`src/rtl/piso_register_unload.sv`:
```
// piso_register_unload: parallel-in, serial-out unload register.
// Captures an n-bit word on an accepted load (ready=1) and emits it one bit
// per clock with so_valid, then pulses done for one cycle and returns to IDLE.
// Optional build macro: PISO_LSB_FIRST_EN -- emit the word LSB-first instead
// of the default MSB-first order; timing is identical in both builds.
module piso_register_unload #(
    parameter int n = 4
) (
    input  logic         clk,
    input  logic         rst,
    input  logic [n-1:0] I,
    input  logic         load,
    output logic         ready,
    output logic         so,
    output logic         so_valid,
    output logic         done
);

    localparam int CW = (n > 1) ? $clog2(n) : 1;

`ifdef PISO_LSB_FIRST_EN
    localparam int OUT_BIT = 0;
`else
    localparam int OUT_BIT = n - 1;
`endif

    typedef enum logic {
        IDLE  = 1'b0,
        SHIFT = 1'b1
    } state_t;

    state_t          state;
    logic [n-1:0]    qreg;
    logic [CW-1:0]   cnt;

    // Control FSM: capture the word, shift it toward the output end, register done.
    always_ff @(posedge clk) begin
        if (rst) begin
            state <= IDLE;
            qreg  <= '0;
            cnt   <= '0;
            done  <= 1'b0;
        end else begin
            case (state)
                IDLE: begin
                    done <= 1'b0;
                    if (load) begin
                        qreg  <= I;
                        cnt   <= CW'(n - 1);
                        state <= SHIFT;
                    end
                end
                SHIFT: begin
`ifdef PISO_LSB_FIRST_EN
                    qreg <= qreg >> 1;
`else
                    qreg <= qreg << 1;
`endif
                    cnt <= cnt - CW'(1);
                    if (cnt == '0) begin
                        state <= IDLE;
                        done  <= 1'b1;
                    end else begin
                        done  <= 1'b0;
                    end
                end
                default: begin
                    state <= IDLE;
                    done  <= 1'b0;
                end
            endcase
        end
    end

    // Status and serial data decoded directly from state/qreg (no added latency).
    always_comb begin
        ready    = (state == IDLE);
        so_valid = (state == SHIFT);
        so       = (state == SHIFT) & qreg[OUT_BIT];
    end

endmodule

```
`config.mk`:
```
export PLATFORM = sky130hd
export DESIGN_NAME = piso_register_unload
export DESIGN_NICKNAME = d
export VERILOG_FILES = /design/src/rtl/piso_register_unload.sv
export SDC_FILE = /design/constraint.sdc
export NUM_CORES = 1
export LEC_CHECK = 0
export ABC_AREA = 1
export CAP_MARGIN = 0
export CORE_AREA = 2 2 39 41
export CTS_CLUSTER_SIZE = 40
export DETAILED_ROUTE_END_ITERATION = 10
export DIE_AREA = 0 0 41 43
export GPL_TIMING_DRIVEN = 1
export PLACE_DENSITY = 0.52
export SLEW_MARGIN = 20
export SYNTH_ARGS = -nofsm -noshare
export SYNTH_HDL_FRONTEND = slang
export SYNTH_SLANG_ARGS = --single-unit
```
`constraint.sdc`:
```
create_clock -name clk -period 1.4 [get_ports clk]
set_clock_uncertainty 0.2 [all_clocks]
set_input_delay 0.28 -clock clk [delete_from_list [all_inputs] [get_ports clk]]
set_output_delay 0.28 -clock clk [all_outputs]
set_load 0.01 [all_outputs]
```
==> summary.log <==
qor: logic_synthesis.synth_top_area_cells sky130_fd_sc_hd__dfxtp_1 47%, sky130_fd_sc_hd__nand2_1 16%, sky130_fd_sc_hd__nand3_1 10%
qor: critical_path.timing.critical_path.depth 1
qor: drt.met2_length 298 um
qor: logic_synthesis.synth-simple-area-share 0.320
qor: logic_synthesis.postSynthCellCount 47
qor: power.peak_vdd_ir 0.373 mV
qor: outcome.status finished clean
qor: die.num_io_pins 11
qor: logic_synthesis.synth_enable_flop_cells 0
qor: logic_synthesis.synthesis.area 344 sq um
qor: critical_path.startpoint_of_the_most_critical_register_to_register_path so_valid
qor: grt.overall_global_routing_usage 0.118
qor: drt.drc_violations_left 0
qor: critical_path.critical_path.n_buffers_inverters 1
qor: critical_path.worst_setup_path_end_kind output port
qor: critical_path.timing.critical_path.slowest_cell_delay 0.37 ns
qor: run.maxCapViolCount 0
qor: hold_path.hold_path.class register to register
qor: hold_path.holdPathEnd cnt[1]
qor: die.die_w 41 um
qor: power.power_density 1070 nW/um^2
qor: logic_synthesis.synth_common_cells 15 x sky130_fd_sc_hd__nand2_1, 8 x sky130_fd_sc_hd__dfxtp_1, 7 x sky130_fd_sc_hd__inv_1, 7 x sky130_fd_sc_hd__nand3_1, 3 x sky130_fd_sc_hd__a21oi_1
qor: placed_design.buffer_ports.inserted 10
qor: critical_path.worstPathRequired 0.92 ns
qor: placed_design.place_congestion 0.714
qor: sta.final-max-slew-violation-count 0
qor: critical_path.worst-setup-path-type register to output port
qor: drt.initialDrtViolationCount 5
qor: grt.first_pass_grt_wire_length 1240 um
qor: logic_synthesis.synthDominantCellAreaShare 0.465
qor: grt.global_route.overflow_total 0
qor: drt.detailroute.via_count 332
qor: drt.drt_pre_antenna_iters 4
qor: drt.postRouteAntennaNets 0
qor: power.report.power.total 0.540 mW
qor: die.core_area 1380 sq um
qor: logic_synthesis.synth_async_sr_flop_share 0
qor: critical_path.critical_path.slowest_cell sky130_fd_sc_hd__dfxtp_4
qor: sta.fmax 747 MHz
qor: clock_tree.cts_hold_buffers 0
qor: critical_path.worstRegToRegCells 6
qor: logic_synthesis.synth_fa_ha_area_frac 0.0364
qor: logic_synthesis.synthDominantAreaCellType sky130_fd_sc_hd__dfxtp_1
qor: logic_synthesis.postSynthRegisterBits 8
qor: cells_and_area.post_route_cells_drive_above_1_share 0.203
qor: power.power_leakage 0.263 nW
qor: grt.antenna_found_initial 0
qor: cells_and_area.antenna-diode-count 0
qor: logic_synthesis.synthesis.area_per_instance 7.32 sq um
qor: clock_tree.tritoncts built
qor: clock_tree.cts.reportedPaths.clkPinSlew 0.05 ns
qor: critical_path.path_max_fanout 5
qor: critical_path.critPathArrivalTime 0.86 ns
qor: hold_path.hold_path_depth 2
qor: clock_tree.numClockSinks 8
qor: cells_and_area.areaGrowthSynthToFinish 46.9%
qor: die.std_cell_rows 14
qor: logic_synthesis.postSynthNetCount 55
qor: critical_path.rrSetupSlack 0.24 ns
qor: hold_path.min-delay-start cnt[1]
qor: die.die_h 43 um
qor: sta.grt_setup_unrepaired no
qor: clock_tree.cts_root_buf sky130_fd_sc_hd__clkbuf_4
qor: critical_path.critical_path.startpoint_type register
qor: sta.timing_worst_slew_pin_value 0.227 ns
qor: drt.met3_wirelength 37 um
qor: drt.routedWlPerCell 8.85 um
qor: sta.relSlewSlack 0.848
qor: sta.finalHoldViolations 0
qor: logic_synthesis.combinational_family_with_the_most_area_after_synthesis simple AND/OR/NAND/NOR gates
qor: die.floorplan.initialDensity 0.249
qor: logic_synthesis.post_synth_num_cell_types 11
qor: logic_synthesis.multiplexer_share_of_the_synthesized_area 0
qor: sta.setup_viol_count_final 0
qor: clock_tree.clock_tree.buffer_depth 2
qor: logic_synthesis.yosysMostFrequentCell sky130_fd_sc_hd__nand2_1
qor: drt.wl_met1 330 um
qor: drt.route.detailed.vias_per_inst 4.15
qor: placed_design.placed_cell_area 483 sq um
qor: drt.dr.max_layer_used met4
qor: die.floorplan.die_area 1760 sq um
qor: critical_path.r2r_end qreg[1]
qor: critical_path.timing.critical_path.cells clkdlybuf4s15_1
qor: sta.fin_crit_sh 0.956
qor: clock_tree.h-tree-depth 1
qor: critical_path.timing.critical_path.max_delay_family flip-flops
qor: logic_synthesis.synth_compound_gate_area_share 0.0582
qor: drt.wirelength 708 um
qor: logic_synthesis.synth.yosys.warnings 0
qor: logic_synthesis.postSynth.topFlopCell sky130_fd_sc_hd__dfxtp_1
qor: logic_synthesis.ys_seq_area_frac 0.465
qor: cells_and_area.final_area 505 sq um
qor: grt.grt_start_max_net_pins 8
qor: cells_and_area.nNetsFinal 74
qor: sta.post-route-min-period 1.34 ns
qor: placed_design.dp_hpwl 525 um
qor: clock_tree.tritoncts.num_buffers 3
qor: clock_tree.clkLatencyLatePin 0.26 ns
qor: grt.grt_pass1_vias 309
qor: logic_synthesis.synth-xor-area-share 0
sequential cells by signal, indices dropped and copies added (netlist names):
register	count
cnt	2
done	1
qreg	4
so_valid	1
cell families (layout without fill, tap and decap cells):
logic type | Yosys count | in the layout
AND/OR/NAND/NOR | 25 | 25
buffers and inverters | 9 | 26
flip-flops | 8 | 8
AO/OA/AOI/OAI | 4 | 4
adder cells (fa/ha/maj) | 1 | 1
worst max-delay path by stage:
stage                         from  endpoint  slack, ns
after detailed placement  so_valid        so      -0.13
after CTS                 so_valid     ready       0.02
after floorplan           so_valid        so       0.27
final                     so_valid  so_valid       0.06
after global placement    so_valid        so      -0.14
after global routing      so_valid  so_valid      0.007
power by group:
group          switching, mW  leakage (nW)  internal [mW]  total [mW]
clock network         0.0855        0.0138         0.0986       0.184
registers            0.00911        0.0667          0.245       0.254
logic                 0.0476         0.182         0.0540       0.102
placed cells by master, fill, tap and decap left out, drive strengths merged:
| cell type | netlist | routed |
|---|---|---|
| inv | 8 | 8 |
| ha | 1 | 1 |
| nand2 | 15 | 15 |
| clkdlybuf4s50 | 0 | 6 |
| dfxtp | 8 | 8 |
| clkdlybuf4s15 | 0 | 1 |
| nor2 | 3 | 3 |
| dlygate4sd2 | 0 | 1 |
| o21ai | 1 | 1 |
| clkbuf | 0 | 4 |
| buf | 1 | 6 |
| nand3 | 7 | 7 |
| a21oi | 3 | 3 |
timing repair:
| action | 4_1_cts | 5_1_grt |
|---|---|---|
| gates resized for setup | 10 | 2 |
| hold endpoints to repair | 0 | 0 |
| buffers inserted | 1 | 0 |
| setup endpoints to repair | 4 | 2 |
through the flow:
stage / worst slack, ns / setup TNS [ns] / util / hold slack (ns) / std cells
after floorplan: 0.274 / 0 / - / 0.149 / 47
after global routing: 0.00701 / 0 / 0.365 / 0.281 / 80
after global placement: -0.136 / -0.545 / 0.349 / 0.245 / 76
final: 0.0615 / 0 / 0.365 / 0.264 / 80
after CTS: 0.0172 / 0 / 0.368 / 0.263 / 80
after detailed placement: -0.130 / -0.585 / 0.349 / 0.256 / 76
routing by layer:
| metal | vias up | global-route usage |
|---|---|---|
| li1 | 180 | - |
| met1 | 136 | 0.129 |
| met2 | 11 | 0.138 |
| met3 | 5 | 0.0785 |
| met4 | 0 | 0.120 |
| met5 | - | 0 |
final cells by class:
| class | instances | area [sq um] |
|---|---|---|
| clock buffers | 3 | 22.5 |
| fillers | 157 | 878 |
| inverters | 8 | 30.0 |
| multi-input cells | 30 | 143 |
| flip-flops and latches | 8 | 164 |
| well taps | 16 | 20.0 |
| repair buffers | 15 | 126 |
Power figures use the tool's default switching activity.
